--- config.mk ---
export PLATFORM = sky130hd
export DESIGN_NAME = matvec_param_stream
export DESIGN_NICKNAME = d
export VERILOG_FILES = /design/src/rtl/matvec_param_stream.sv
export SDC_FILE = /design/constraint.sdc
export NUM_CORES = 1
export LEC_CHECK = 0
export CORE_UTILIZATION = 60
export CTS_CLUSTER_SIZE = 20
export DETAILED_ROUTE_END_ITERATION = 8
export GPL_TIMING_DRIVEN = 0
export PLACE_DENSITY = 0.81
export SLEW_MARGIN = 10
export SYNTH_ARGS = -nofsm -noshare
export SYNTH_HDL_FRONTEND = slang
export SYNTH_SLANG_ARGS = --single-unit
--- constraint.sdc ---
create_clock -name clk -period 10.9 [get_ports clk]
set_input_delay 1.09 -clock clk [delete_from_list [all_inputs] [get_ports clk]]
set_output_delay 1.09 -clock clk [all_outputs]
set_load 0.1 [all_outputs]
--- src/rtl/matvec_param_stream.sv ---
// Streaming KxK signed matrix-vector multiplier with matrix reuse.
// A job is either K*K matrix words followed by K vector words, or K vector words alone when the
// previously loaded matrix is reused. Results come out one row at a time, with output_last on the
// final row. A single sequential MAC produces one product per cycle.
// Optional feature: define MATVEC_SAT_EN for a saturating, sticky-clamped accumulator. The default
// build wraps modulo 2^OUT_W.
module matvec_param_stream #(
    parameter int unsigned K     = 3,
    parameter int unsigned IN_W  = 14,
    parameter int unsigned OUT_W = 28
) (
    input  logic                    clk,
    input  logic                    reset_n,
    input  logic                    input_valid,
    output logic                    input_ready,
    input  logic signed [IN_W-1:0]  input_data,
    input  logic                    input_new_matrix,
    output logic                    output_valid,
    input  logic                    output_ready,
    output logic signed [OUT_W-1:0] output_data,
    output logic                    output_last
);

    localparam int unsigned IDX_W = $clog2(K * K);
    localparam int unsigned COL_W = $clog2(K);
    localparam logic [IDX_W-1:0] LAST_M = IDX_W'(K * K - 1);
    localparam logic [IDX_W-1:0] LAST_X = IDX_W'(K - 1);
    localparam logic [COL_W-1:0] LAST_C = COL_W'(K - 1);

    typedef enum logic [2:0] {S_FIRST, S_LOAD_M, S_LOAD_X, S_MAC, S_OUT} state_t;

    state_t                  r_state;
    state_t                  w_state_nxt;
    logic                    r_in_en;
    logic                    r_mloaded;
    logic signed [IN_W-1:0]  r_mat [K*K];
    logic signed [IN_W-1:0]  r_vec [K];
    logic [IDX_W-1:0]        r_ld_idx;
    logic [IDX_W-1:0]        r_midx;
    logic [COL_W-1:0]        r_row;
    logic [COL_W-1:0]        r_col;
    logic signed [OUT_W-1:0] r_acc;
    logic                    r_out_valid;
    logic signed [OUT_W-1:0] r_out_data;
    logic                    r_out_last;

    logic                      w_in_fire;
    logic                      w_out_fire;
    logic                      w_first_is_m;
    logic                      w_wr_mat;
    logic signed [2*IN_W-1:0]  w_prod;
    logic signed [OUT_W-1:0]   w_prod_ext;
    logic signed [OUT_W-1:0]   w_acc_nxt;
`ifdef MATVEC_SAT_EN
    localparam logic signed [OUT_W-1:0] ACC_MAX = {1'b0, {(OUT_W-1){1'b1}}};
    localparam logic signed [OUT_W-1:0] ACC_MIN = {1'b1, {(OUT_W-1){1'b0}}};
    logic                      r_sat;
    logic                      w_sat_nxt;
    logic [OUT_W:0]            w_sum;
`endif

    assign output_valid = r_out_valid;
    assign output_data  = r_out_data;
    assign output_last  = r_out_last;

    // Handshake decode and datapath arithmetic.
    always_comb begin
        input_ready  = r_in_en &&
                       (r_state == S_FIRST || r_state == S_LOAD_M || r_state == S_LOAD_X);
        w_in_fire    = input_valid && input_ready;
        w_out_fire   = r_out_valid && output_ready;
        w_first_is_m = input_new_matrix || !r_mloaded;
        // r_ld_idx is always 0 in S_FIRST, so it addresses the first word as well.
        w_wr_mat     = (r_state == S_LOAD_M) || (r_state == S_FIRST && w_first_is_m);
        w_prod       = r_mat[r_midx] * r_vec[r_col];
        w_prod_ext   = OUT_W'(w_prod);
`ifdef MATVEC_SAT_EN
        w_sum     = {r_acc[OUT_W-1], r_acc} + {w_prod_ext[OUT_W-1], w_prod_ext};
        w_acc_nxt = w_sum[OUT_W-1:0];
        w_sat_nxt = r_sat;
        if (r_sat) begin
            // Once clamped the row stays on its rail.
            w_acc_nxt = r_acc;
        end else if (w_sum[OUT_W] != w_sum[OUT_W-1]) begin
            w_acc_nxt = w_sum[OUT_W] ? ACC_MIN : ACC_MAX;
            w_sat_nxt = 1'b1;
        end
`else
        w_acc_nxt = r_acc + w_prod_ext;
`endif
    end

    // FSM next-state decode.
    always_comb begin
        w_state_nxt = r_state;
        case (r_state)
            S_FIRST:  if (w_in_fire) w_state_nxt = w_first_is_m ? S_LOAD_M : S_LOAD_X;
            S_LOAD_M: if (w_in_fire && r_ld_idx == LAST_M) w_state_nxt = S_LOAD_X;
            S_LOAD_X: if (w_in_fire && r_ld_idx == LAST_X) w_state_nxt = S_MAC;
            S_MAC:    if (r_col == LAST_C) w_state_nxt = S_OUT;
            S_OUT:    if (w_out_fire) w_state_nxt = (r_row == LAST_C) ? S_FIRST : S_MAC;
            default:  w_state_nxt = S_FIRST;
        endcase
    end

    // FSM state register.
    always_ff @(posedge clk or negedge reset_n) begin
        if (!reset_n) begin
            r_state <= S_FIRST;
        end else begin
            r_state <= w_state_nxt;
        end
    end

    // Counters, accumulator, flags and the output register.
    always_ff @(posedge clk or negedge reset_n) begin
        if (!reset_n) begin
            r_in_en     <= 1'b0;
            r_mloaded   <= 1'b0;
            r_ld_idx    <= '0;
            r_midx      <= '0;
            r_row       <= '0;
            r_col       <= '0;
            r_acc       <= '0;
            r_out_valid <= 1'b0;
            r_out_data  <= '0;
            r_out_last  <= 1'b0;
`ifdef MATVEC_SAT_EN
            r_sat       <= 1'b0;
`endif
        end else begin
            r_in_en <= 1'b1;
            case (r_state)
                S_FIRST: begin
                    if (w_in_fire) begin
                        r_ld_idx <= IDX_W'(1);
                        // The old matrix is invalid while a new one streams in.
                        if (w_first_is_m) r_mloaded <= 1'b0;
                    end
                end
                S_LOAD_M: begin
                    if (w_in_fire) begin
                        if (r_ld_idx == LAST_M) begin
                            r_ld_idx  <= '0;
                            r_mloaded <= 1'b1;
                        end else begin
                            r_ld_idx <= r_ld_idx + IDX_W'(1);
                        end
                    end
                end
                S_LOAD_X: begin
                    if (w_in_fire) begin
                        if (r_ld_idx == LAST_X) begin
                            r_ld_idx <= '0;
                            r_midx   <= '0;
                            r_row    <= '0;
                            r_col    <= '0;
                            r_acc    <= '0;
`ifdef MATVEC_SAT_EN
                            r_sat    <= 1'b0;
`endif
                        end else begin
                            r_ld_idx <= r_ld_idx + IDX_W'(1);
                        end
                    end
                end
                S_MAC: begin
                    r_acc  <= w_acc_nxt;
`ifdef MATVEC_SAT_EN
                    r_sat  <= w_sat_nxt;
`endif
                    // Row-major storage: the matrix index simply walks across rows.
                    r_midx <= r_midx + IDX_W'(1);
                    if (r_col == LAST_C) begin
                        r_col       <= '0;
                        r_out_data  <= w_acc_nxt;
                        r_out_valid <= 1'b1;
                        r_out_last  <= (r_row == LAST_C);
                    end else begin
                        r_col <= r_col + COL_W'(1);
                    end
                end
                S_OUT: begin
                    if (w_out_fire) begin
                        r_out_valid <= 1'b0;
                        r_out_last  <= 1'b0;
                        if (r_row != LAST_C) begin
                            r_row <= r_row + COL_W'(1);
                            r_acc <= '0;
`ifdef MATVEC_SAT_EN
                            r_sat <= 1'b0;
`endif
                        end
                    end
                end
                default: ;
            endcase
        end
    end

    // Matrix and vector storage; validity is tracked by r_mloaded, so no reset is needed.
    always_ff @(posedge clk) begin
        if (w_in_fire) begin
            if (w_wr_mat) begin
                r_mat[r_ld_idx] <= input_data;
            end else begin
                r_vec[r_ld_idx[COL_W-1:0]] <= input_data;
            end
        end
    end

endmodule

# --- Word level (Yosys, flattened, before mapping) ---
# Memories as Yosys holds them, arrays and structs flattened.
# Index checks and enable logic that the tools add are counted.
op_classes:
  add_sub_neg: 5
  multipliers: 1
  n_eq_ne: 20
  mux: 45
  n_reduce_logical: 26
op_table:
  columns: ["op", "n"]
  rows:
  - ["two-way mux 28 bit", 4]
  - ["case mux 28 bit (3 select lines)", 1]
  - ["adder 28 bit", 1]
  - ["multiplier 14 x 14 -> 28 bit", 1]
  - ["two-way mux 4 bit", 7]
  - ["AND reduction 5 bit", 4]
  - ["inequality test 2 bit, second input constant", 8]
  - ["two-way mux 3 bit", 5]
  - ["case mux 3 bit (5 select lines)", 1]
  - ["two-way mux 2 bit", 7]
  - ["two-way mux 1 bit", 13]
  - ["case mux 4 bit (3 select lines)", 1]
  - ["adder 4 x 1 -> 4 bit, second input constant", 2]
  - ["inequality test 2 x 1 -> 1 bit, second input constant", 4]
  - ["case mux 2 bit (2 select lines)", 2]
  - ["case mux 4 bit (2 select lines)", 1]
  - ["nonzero test 2 bit", 4]
  - ["equality test 3 x 2 -> 1 bit, second input constant", 2]
  - ["logical AND 1 bit", 6]
  - ["case mux 1 bit (2 select lines)", 3]
  - ["AND reduction 3 bit", 2]
  - ["nonzero test 3 bit", 2]
  - ["adder 2 x 1 -> 2 bit, second input constant", 2]
  - ["equality test 2 bit, second input constant", 2]
  - ["other kinds (9)", 12]
totals:
  ff_bits: 75
  mem_bits_rw: 168
  in_bits: 19
  word_cells: 110
  memories: 2
memory_table:
  columns: ["name", "depth", "word_bits", "read_ports", "rd_ports_with_merged_regs", "write_ports", "line", "source"]
  rows:
  - ["r_mat", 9, 14, 1, 0, 1, "36", "logic signed [IN_W-1:0] r_mat [K*K];"]
  - ["r_vec", 3, 14, 1, 0, 1, "37", "logic signed [IN_W-1:0] r_vec [K];"]

# --- Logic depth before layout (Yosys ltp) ---
logic_depth:
  ltp_word: 8
  ltp_mapped: 28

# --- Worst setup path before layout ---
# No wires, ideal clock.
synth_timing:
  path_kind: "flip-flop to flip-flop"
  start: "register r_midx[0]"
  end: "register r_acc[26]"
  setup_ps: 121
  arrival_time_ps: 7161
  required_time_ps: 10779
  slack_ps: 3618
  path_stages_with_launch: 25
  n_path_buf: 1
  period_less_slack_ps: 7282
  path_cell_list: "dfrtp_1 -> buf_2 -> mux4_2 -> mux2i_1 -> o21ai_1 -> nand2_1 -> inv_1 -> fa_1 -> inv_1 -> fa_1 -> inv_1 -> fa_1 -> fa_1 -> fa_1 -> inv_1 -> fa_1 -> inv_1 -> ha_1 -> and3_1 -> nand4_1 -> nor3_1 -> and4bb_1 -> o31ai_1 -> xor2_1 -> a22o_1"
synth_between:
  elab_chain_len: 4
synth_rtl:
  columns: ["element", "line", "source"]
  rows:
  - ["start, declared", "39", "logic [IDX_W-1:0] r_midx;"]
  - ["start signal, assigned", "173", "r_midx <= r_midx + IDX_W'(1);"]
  - ["memory (9 x 14 bit)", null, null]
  - ["multiplier 14 x 14 -> 28 bit", "75", "w_prod = r_mat[r_midx] * r_vec[r_col];"]
  - ["adder 28 bit", "89", "w_acc_nxt = r_acc + w_prod_ext;"]
  - ["case mux 28 bit (3 select lines)", "133", "case (r_state)"]
  - ["end signal, assigned", "168", "r_acc <= w_acc_nxt;"]
  - ["end, declared", "42", "logic signed [OUT_W-1:0] r_acc;"]
# No other way between the ends.
# A chain may end at the register's enable or synchronous reset.

# --- Worst setup path in the final report ---
layout_timing:
  start: "register r_col[0]"
  end: "register r_acc[26]"
layout_between:
  elab_chain_len: 4
layout_rtl:
  columns: ["element", "line", "source"]
  rows:
  - ["start, declared", "41", "logic [COL_W-1:0] r_col;"]
  - ["start signal, assigned", "180", "r_col <= r_col + COL_W'(1);"]
  - ["memory (3 x 14 bit)", null, null]
  - ["multiplier 14 x 14 -> 28 bit", "75", null]
  - ["adder 28 bit", "89", null]
  - ["case mux 28 bit (3 select lines)", "133", null]
# No other way between the ends.

==> results.py <==
metrics = {
    "status": {
        "status": "complete, no violations",
    },
    "place": {
        "dp_hpwl_mm": 34.2,
        "port_buffers": 49,
        "gp_congestion": 0.958,
        "dpl_worst_slack_ns": 2.18,
    },
    "clock_network": {
        "post-cts-setup-buffers": 0,
        "cts_sinks": 243,
        "cts_made_buffers": 25,
        "clockBufferDepth": 3,
        "cts-resized-gates": 0,
        "cts-root-buf": "clkbuf_16",
        "cts.htree.levels": 1,
        "holdBufCountCts": 0,
        "clk_pin_slew_ns": 0.06,
        "clk_latency_ns": 0.54,
        "cts_tree": "yes",
    },
    "timing": {
        "tightestPinTransition_ns": 1.14,
        "max-slew-margin-rel": 0.233,
        "finClkSkew_ns": 0.0129,
        "finalMaxSlewViolations": 0,
        "layout_setup_ws_ns": 2.22,
        "fmax_ghz": 0.115,
        "rsz0062_at_grt": "false",
        "finalHoldViolCount": 0,
        "timing.final.crit_share": 0.797,
        "setup_viol": 0,
        "tns_ns": 0,
        "fin_crit_ns": 8.68,
    },
    "synth": {
        "synthCells": 1593,
        "synth_cell_types": 65,
        "synth.top_cell.area_share": 0.277,
        "synth_edf_count": 168,
        "syn_nets": 1930,
        "yosysSeqAreaShare": 0.380,
        "synth.largest_area_cell": "edfxtp_1",
        "synth_seq_cells": 243,
        "syn_avg_cell_area_sq_um": 11.4,
        "yosys.cell_count.top_type": "inv_1",
        "synthTopCellsByArea": "edfxtp_1, fa_1, dfrtp_1",
        "yosys_warnings": 0,
        "synth_area_sq_um": 18200,
        "yosys-top-cells-count": "inv_1, fa_1, nand2_1",
        "ys.flop_type": "edfxtp_1",
        "ys_async_sr_fraction": 0.309,
    },
    "grt": {
        "grt_use_total": 0.296,
        "grt_pass1_wl_mm": 69.1,
        "antenna_found_initial": 0,
        "grt_max_degree": 40,
        "grt_pass1_vias": 12800,
        "overflow": 0,
    },
    "worst_setup_path": {
        "startpoint": "r_col[0]",
        "critPathMaxFanout": 11,
        "crit_type": "register to register",
        "cp.required_ns": 11.37,
        "r2r_setup_slack_ns": 2.22,
        "r2r_cells": 24,
        "r2r_end": "r_acc[26]",
        "crit_path_end": "r_acc[26]",
        "worstSetupEndpointType": "register",
        "cp-start-kind": "register",
        "arrival_ns": 9.15,
        "worstReg2RegStart": "r_col[0]",
    },
    "floorplan": {
        "die_h_um": 176,
        "initial_core_util": 0.613,
        "die_w_um": 176,
        "rows": 63,
        "core_area_sq_um": 29700,
        "dieArea_sq_um": 31000,
        "pin_count": 50,
    },
    "drt": {
        "antenna_left": 0,
        "wl_per_cell_um": 20.6,
        "vias": 11800,
        "drc": 0,
        "drt_iter0_markers": 903,
        "routed_wl_mm": 42.9,
        "drt_pass1_iterations": 5,
        "via_per_inst": 5.66,
    },
    "cells_and_area": {
        "syn_to_final_growth_pct": 11.0,
        "fin_nets": 2012,
        "fin_util": 0.680,
        "diodes": 0,
        "drive_above_1_share": 0.0708,
    },
    "flow_run": {
        "maxCapViolations": 0,
    },
    "hold_path": {
        "hold_class": "register to register",
    },
}
[metal layers]
layer | part of all wire | vias to the layer above | GRT usage
met3 | 0.069 | 95 | 0.0502
li1 | - | 5290 | -
met2 | 0.50 | 397 | 0.507
met4 | 0.039 | 0 | 0.118
met5 | 0 | - | 0
met1 | 0.39 | 6004 | 0.375
[placed cells by master (no fill, tap or decap), types with 25 or more instances in the layout]
master	count
ha_1	88
o21ai_0	41
fa_1	230
clkbuf_16	25
nand2_1	174
xnor2_1	26
inv_1	314
edfxtp_1	168
a21oi_1	27
mux4_2	28
nor2_1	129
clkdlybuf4s50_1	48
dfrtp_1	75
mux2i_1	29
clkbuf_1	28
[worst max-delay path, stage by stage, from the launching register on]
cell	delay, ns
dfrtp_1	0.32
buf_2	0.31
buf_2	0.38
mux2i_1	0.15
o21ai_0	0.90
nand2_1	0.79
inv_1	0.49
fa_1	0.48
inv_1	0.10
fa_1	0.39
inv_1	0.08
fa_1	0.45
fa_1	0.52
fa_1	0.50
inv_1	0.06
fa_1	0.47
inv_1	0.04
ha_1	0.37
and3_1	0.21
nand4_1	0.12
nor3_1	0.34
and4bb_1	0.29
o31ai_1	0.30
xor2_1	0.36
a22o_1	0.19
[cells by family after synthesis]
family / Yosys count / share of synthesized area
AO/OA/AOI/OAI: 186 / 0.0670
XOR/XNOR: 39 / 0.0188
adder cells (fa/ha/maj): 318 / 0.313
buffers and inverters: 367 / 0.0784
flip-flops: 243 / 0.380
multiplexers: 62 / 0.0537
other: 1 / 0.000206
AND/OR/NAND/NOR: 377 / 0.0883
[area by class of cell]
cell class | instances | area [sq um]
clock buffer | 32 | 689
buffer | 52 | 244
multi-input combinational | 983 | 9880
fill | 2140 | 9510
timing repair buffer | 55 | 564
clock inverter | 14 | 240
sequential | 243 | 6920
inverter | 315 | 1180
tap | 390 | 488
[through the flow]
stage / instance area [sq um] / cells / hold slack (ns)
final: 20200 / 2084 / 0.474
after global routing: 20200 / 2084 / 0.505
after CTS: 20200 / 2084 / 0.477
after detailed placement: 19300 / 2038 / 0.462
after global placement: 19200 / 2032 / 0.460
after floorplan: 18200 / 1593 / 0.456
[state kept, by name, summed over array words and instances (netlist names)]
signal	flops
output_data	28
r_mat	126
r_acc	28
r_in_en	1
output_valid	1
r_ld_idx	4
r_midx	4
r_vec	42
r_row	2
output_last	1
r_state	3
r_mloaded	1
r_col	2
[worst min-delay path by stage]
stage,startpoint,slack [ns],endpoint,cells past startpoint
floorplan,r_acc[18],0.46,r_acc[18],2
global placement,output_data[4],0.46,output_data[4],2
detailed placement,output_data[4],0.46,output_data[4],2
CTS,output_data[4],0.48,output_data[4],2
global route,output_data[10],0.50,output_data[10],2
finish,output_data[4],0.47,output_data[4],2
Power is not shown: default switching activity piles up to over one toggle a cycle in this logic, so the estimate is an artifact.
